==> config.mk <==
export PLATFORM = sky130hd
export DESIGN_NAME = vending_ctrl_param
export DESIGN_NICKNAME = d
export VERILOG_FILES = /design/src/rtl/vending_ctrl_param.sv
export SDC_FILE = /design/constraint.sdc
export NUM_CORES = 1
export LEC_CHECK = 0
export BUFFER_PORTS_ARGS = -buffer_cell sky130_fd_sc_hd__buf_2
export CORE_MARGIN = 8
export CORE_UTILIZATION = 50
export CTS_BUF_LIST = sky130_fd_sc_hd__clkbuf_8 sky130_fd_sc_hd__clkbuf_16
export DETAILED_ROUTE_END_ITERATION = 16
export GPL_ROUTABILITY_DRIVEN = 0
export HOLD_SLACK_MARGIN = 0.15
export PLACE_DENSITY = 0.71
export RECOVER_POWER = 100
export SYNTH_ARGS = -nofsm -noshare
export SYNTH_HDL_FRONTEND = slang
export SYNTH_SLANG_ARGS = --single-unit
==> constraint.sdc <==
create_clock -name clk -period 4.41 [get_ports clk]
set_input_delay 0.441 -clock clk [delete_from_list [all_inputs] [get_ports clk]]
set_output_delay 0.441 -clock clk [all_outputs]
set_load 0.01 [all_outputs]
==> src/rtl/vending_ctrl_param.sv <==
// Parametrised vending controller: coin credit, per-item price/stock,
// single-item dispense followed by an explicit change payout.
module vending_ctrl_param #(
  parameter int NUM_ITEMS  = 6,
  parameter int SEL_W      = 3,
  parameter int BASE_PRICE = 3,
  parameter int PRICE_STEP = 1,
  parameter int MAX_CREDIT = 15,
  parameter int CREDIT_W   = 4,
  parameter int STOCK_W    = 4,
  parameter int STOCK_INIT = 3
) (
  input  logic                clk,
  input  logic                rst,
  input  logic [1:0]          coin_in,
  input  logic                sel_valid,
  input  logic [SEL_W-1:0]    select_item,
  input  logic                cancel,
  input  logic                restock,
  input  logic [SEL_W-1:0]    restock_item,
  output logic                dispense,
  output logic [SEL_W-1:0]    dispense_item,
  output logic                return_change,
  output logic [CREDIT_W-1:0] change_amt,
  output logic [CREDIT_W-1:0] credit,
  output logic                coin_reject,
  output logic                sold_out,
  output logic                err_sel,
  output logic                busy
);

  typedef enum logic [1:0] {
    IDLE,
    COLLECT,
    DISPENSE,
    CHANGE
  } state_e;

  state_e               state_q, state_d;
  logic [CREDIT_W-1:0]  credit_q, credit_d;
  logic [STOCK_W-1:0]   stock_q [NUM_ITEMS];
  logic [STOCK_W-1:0]   stock_d [NUM_ITEMS];
  logic                 disp_q, disp_d;
  logic [SEL_W-1:0]     item_q, item_d;
  logic                 ret_q, ret_d;
  logic [CREDIT_W-1:0]  amt_q, amt_d;
  logic                 rej_q, rej_d;
  logic                 so_q, so_d;
  logic                 err_q, err_d;

  logic [STOCK_W-1:0]   sel_stock;
  logic [CREDIT_W:0]    sum_c;
  logic [CREDIT_W:0]    price_c;
  int                   price_i;
  logic                 idx_ok;
  logic                 buyable;
  logic                 coin_v;

  // Price kept wide so oversized parameters read as unbuyable, not wrapped
  assign price_i = BASE_PRICE + int'(select_item) * PRICE_STEP;
  assign buyable = (price_i >= 0) && (price_i <= MAX_CREDIT);
  assign price_c = (CREDIT_W+1)'(price_i);
  assign idx_ok  = int'(select_item) < NUM_ITEMS;
  assign coin_v  = coin_in != 2'b00;
  assign sum_c   = {1'b0, credit_q} + (CREDIT_W+1)'(coin_in);

  always_comb begin
    sel_stock = '0;
    for (int i = 0; i < NUM_ITEMS; i++) begin
      if (select_item == SEL_W'(i)) sel_stock = stock_q[i];
    end
  end

  always_comb begin
    state_d  = state_q;
    credit_d = credit_q;
    stock_d  = stock_q;
    disp_d   = 1'b0;
    item_d   = '0;
    ret_d    = 1'b0;
    amt_d    = '0;
    rej_d    = 1'b0;
    so_d     = 1'b0;
    err_d    = 1'b0;
    unique case (state_q)
      IDLE, COLLECT: begin
        if (cancel) begin
          rej_d = coin_v;
          if (state_q == COLLECT) begin
            ret_d    = 1'b1;
            amt_d    = credit_q;
            credit_d = '0;
            state_d  = CHANGE;
          end
        end else if (sel_valid) begin
          rej_d = coin_v;
          if (!idx_ok) begin
            err_d = 1'b1;
          end else if (sel_stock == '0) begin
            so_d = 1'b1;
          end else if (!buyable || ({1'b0, credit_q} < price_c)) begin
            err_d = 1'b1;
          end else begin
            disp_d   = 1'b1;
            item_d   = select_item;
            credit_d = credit_q - price_c[CREDIT_W-1:0];
            state_d  = DISPENSE;
            for (int i = 0; i < NUM_ITEMS; i++) begin
              if (select_item == SEL_W'(i)) stock_d[i] = stock_q[i] - 1'b1;
            end
          end
        end else if (coin_v) begin
          if (sum_c <= (CREDIT_W+1)'(MAX_CREDIT)) begin
            credit_d = sum_c[CREDIT_W-1:0];
            state_d  = COLLECT;
          end else begin
            rej_d = 1'b1;
          end
        end
      end
      DISPENSE: begin
        rej_d = coin_v;
        if (credit_q != '0) begin
          ret_d    = 1'b1;
          amt_d    = credit_q;
          credit_d = '0;
          state_d  = CHANGE;
        end else begin
          state_d = IDLE;
        end
      end
      CHANGE: begin
        rej_d   = coin_v;
        state_d = IDLE;
      end
      default: state_d = IDLE;
    endcase
    // Restock overrides a same-cycle decrement of the same item
    if (restock) begin
      for (int i = 0; i < NUM_ITEMS; i++) begin
        if (restock_item == SEL_W'(i)) stock_d[i] = STOCK_W'(STOCK_INIT);
      end
    end
  end

  always_ff @(posedge clk or negedge rst) begin
    if (!rst) begin
      state_q  <= IDLE;
      credit_q <= '0;
      for (int i = 0; i < NUM_ITEMS; i++) stock_q[i] <= STOCK_W'(STOCK_INIT);
      disp_q   <= 1'b0;
      item_q   <= '0;
      ret_q    <= 1'b0;
      amt_q    <= '0;
      rej_q    <= 1'b0;
      so_q     <= 1'b0;
      err_q    <= 1'b0;
    end else begin
      state_q  <= state_d;
      credit_q <= credit_d;
      stock_q  <= stock_d;
      disp_q   <= disp_d;
      item_q   <= item_d;
      ret_q    <= ret_d;
      amt_q    <= amt_d;
      rej_q    <= rej_d;
      so_q     <= so_d;
      err_q    <= err_d;
    end
  end

  assign dispense      = disp_q;
  assign dispense_item = item_q;
  assign return_change = ret_q;
  assign change_amt    = amt_q;
  assign credit        = credit_q;
  assign coin_reject   = rej_q;
  assign sold_out      = so_q;
  assign err_sel       = err_q;
  assign busy          = (state_q == DISPENSE) || (state_q == CHANGE);

endmodule

==> flow_summary.yaml <==
clocking:
  cts.clk_slew.worst_paths_ns: 0.08
  cts_buffer_depth: 2
  root_buffer: "clkbuf_8"
  cts_buffers: 5
  cts_htree_levels: 2
  ctsResizeCount: 0
  postCtsSetupRepairBufs: 0
  clk_latency_ns: 0.29
  cts_sinks: 42
  tritoncts: "done"
  cts_hold_buf: 0
floorplan:
  fp.dieArea_um2: 7950
  start_util: 0.520
  num_rows: 26
  fp.dieW_um: 89.1
  die_h_um: 89.1
  num_io_pins: 30
  coreArea_um2: 5140
power_and_ir_drop:
  powerDensity_nw_per_um2: 405
  clkPwrFrac: 0.256
  combPwrFrac: 0.312
  p_leak_uw: 0.00137
  peakVddDrop_mv: 0.235
  p_sw_frac: 0.354
  p_int_uw: 765
  switchingPower_uw: 418
  pwr-share-seq: 0.433
final_layout:
  area_growth_pct: 9.35
  fillers: 481
  layout_commonest_cell: "nand2_1"
  antenna_cells: 0
  nets: 342
  fin_util: 0.569
  final_cells: 380
  drive_above_1_share: 0.135
  final_cell_mix: "31 x nand2_1, 30 x inv_1, 30 x dfrtp_1"
  fin_area_um2: 2930
run:
  max_cap_violations: 1
worst_setup_path:
  startpoint_type: "primary input"
  end_kind: "register"
  worstSetupPathType: "in -> reg"
  cp.arrival_ns: 3.61
  path_max_fanout: 6
  required_ns: 4.65
sta:
  fin_ws_ns: 1.04
  slew_headroom: -0.439
  fmax_mhz: 296
  finalMaxSlewViolations: 43
  timing.final.crit_share: 0.765
  fin_tns_setup_ns: 0
  rsz0062_at_grt: "no"
  fin_crit_ns: 3.37
  setup_viol: 0
  tightest_slew_ns: 2.16
  fin_skew_ns: 0.00879
  finalHoldViolations: 0
synth:
  ys_ff_latch: 42
  synth-seq-area-share: 0.399
  async_flop_share: 1.00
  ys.flop_type: "dfrtp_1"
  synth_area_per_cell_um2: 9.55
  synthesis.nets: 313
  netlist_area_um2: 2680
  netlist_instances: 280
  synth-edff-count: 0
  yosysUniqueCellTypes: 57
  yosysWarnings: 0
placement:
  dp_slack_ns: 1.16
  dp_cells: 372
  dp_hpwl_mm: 4.53
  placed_cell_area_um2: 2870
  portBuffers: 29
detailed_routing:
  drt_iter0_drc: 165
  num_vias: 2145
  first_pass_iters: 4
  postRouteAntennaNets: 0
  avgViaCountPerCell: 5.64
  wirelength_mm: 5.95
  drc: 0
  post_drt_wl_per_cell_um: 15.7
global_route:
  antenna_found_initial: 0
  grt_pass1_vias: 2114
  grt_max_degree: 43
  grt_first_pass_wirelength_mm: 10.1
  grt_overflow: 0
  grt_use_total: 0.166
hold_path:
  min_path_type: "in -> reg"
run_status:
  violations: "max-capacitance violations, max-slew violations"
  status: "finished, violations left"
sequential cells by signal, summed over array words and instances, names as in the netlist:
| name | count |
|---|---|
| stock_q | 24 |
| dispense_item | 3 |
| change_amt | 4 |
| err_sel | 1 |
| return_change | 1 |
| credit | 4 |
| dispense | 1 |
| sold_out | 1 |
| coin_reject | 1 |
| state_q | 2 |
power by group through the flow:
stage	logic (µW)	clock network, µW	registers (µW)
2_1_floorplan	279	0	509
3_3_place_gp	375	0	515
3_5_place_dp	385	0	517
4_1_cts	388	305	510
5_1_grt	418	322	521
6_report	369	302	512
metal layers:
| layer | vias up | wire length [µm] | track usage |
|---|---|---|---|
| met5 | - | 0 | 0 |
| met4 | 0 | 68 | 0.0589 |
| met3 | 7 | 316 | 0.0377 |
| met2 | 59 | 2780 | 0.261 |
| met1 | 1031 | 2790 | 0.218 |
| li1 | 1048 | - | - |
area by class of cell:
cell class,instances,area (µm²),area share
Inverter,30,113,0.0385
Sequential cell,42,1070,0.364
Clock inverter,3,40.0,0.0137
Clock buffer,5,68.8,0.0235
Multi-Input combinational cell,201,1430,0.488
Tap cell,70,87.6,0.0299
Timing Repair Buffer,29,121,0.0415
critical path: stages:
cell and delay (ns):
clkbuf_1 0.17, inv_1 0.14, ha_1 0.32, inv_1 0.06, fa_1 0.43, nor2b_1 0.14
o21ai_0 0.15, a21oi_1 0.44, nand3_1 0.30, a211o_1 0.45, or4b_1 0.49, nand2_1 0.08
Yosys cell counts (all sizes together), types with 3 or more instances:
cell type	count	area, µm²
o21bai	3	22.5
mux2	3	33.8
nor4	3	18.8
dfrtp	30	751
or3	6	37.5
buf	3	27.5
nor2	16	67.6
o21ai	10	50.1
or4	3	22.5
nand4	6	52.6
dfstp	12	315
nor2b	7	43.8
xnor2	9	78.8
mux2i	5	50.1
clkbuf	4	15.0
nand2b	4	25.0
nand2	31	116
ha	18	225
and2	5	31.3
a21oi	12	78.8
a21o	5	37.5
o41ai	3	26.3
inv	30	113
nand3	10	65.1
a211oi	3	22.5
o31ai	3	22.5
o211ai	5	37.5
a31oi	3	18.8
final timing paths:
kind	startpoint	cells after the start	slack (ns)	endpoint
worst max-delay path	select_item[1]	12	1.04	stock_q[18]
worst min-delay path	coin_in[0]	2	0.42	coin_reject
worst max register to register	credit[1]	9	1.14	stock_q[18]
worst min register to register	stock_q[1]	2	0.52	stock_q[1]
max in group asynchronous	rst	1	2.41	stock_q[10]
min in group asynchronous	rst	1	0.77	credit[1]
stage by stage:
step                      hold WS, ns  total power, µW
after global routing            0.412             1260
after floorplan                 0.145              788
after CTS                       0.312             1200
after global placement          0.484              890
final                           0.415             1180
after detailed placement        0.504              902
kinds of logic after synthesis:
group | Yosys count | synth area share
simple gates | 103 | 0.213
xor+xnor | 10 | 0.0327
buf+inv | 37 | 0.0580
compound gates | 60 | 0.167
mux | 8 | 0.0313
fa+ha+maj | 20 | 0.0992
flops | 42 | 0.399
No activity file was read; power rests on OpenSTA's default activity.
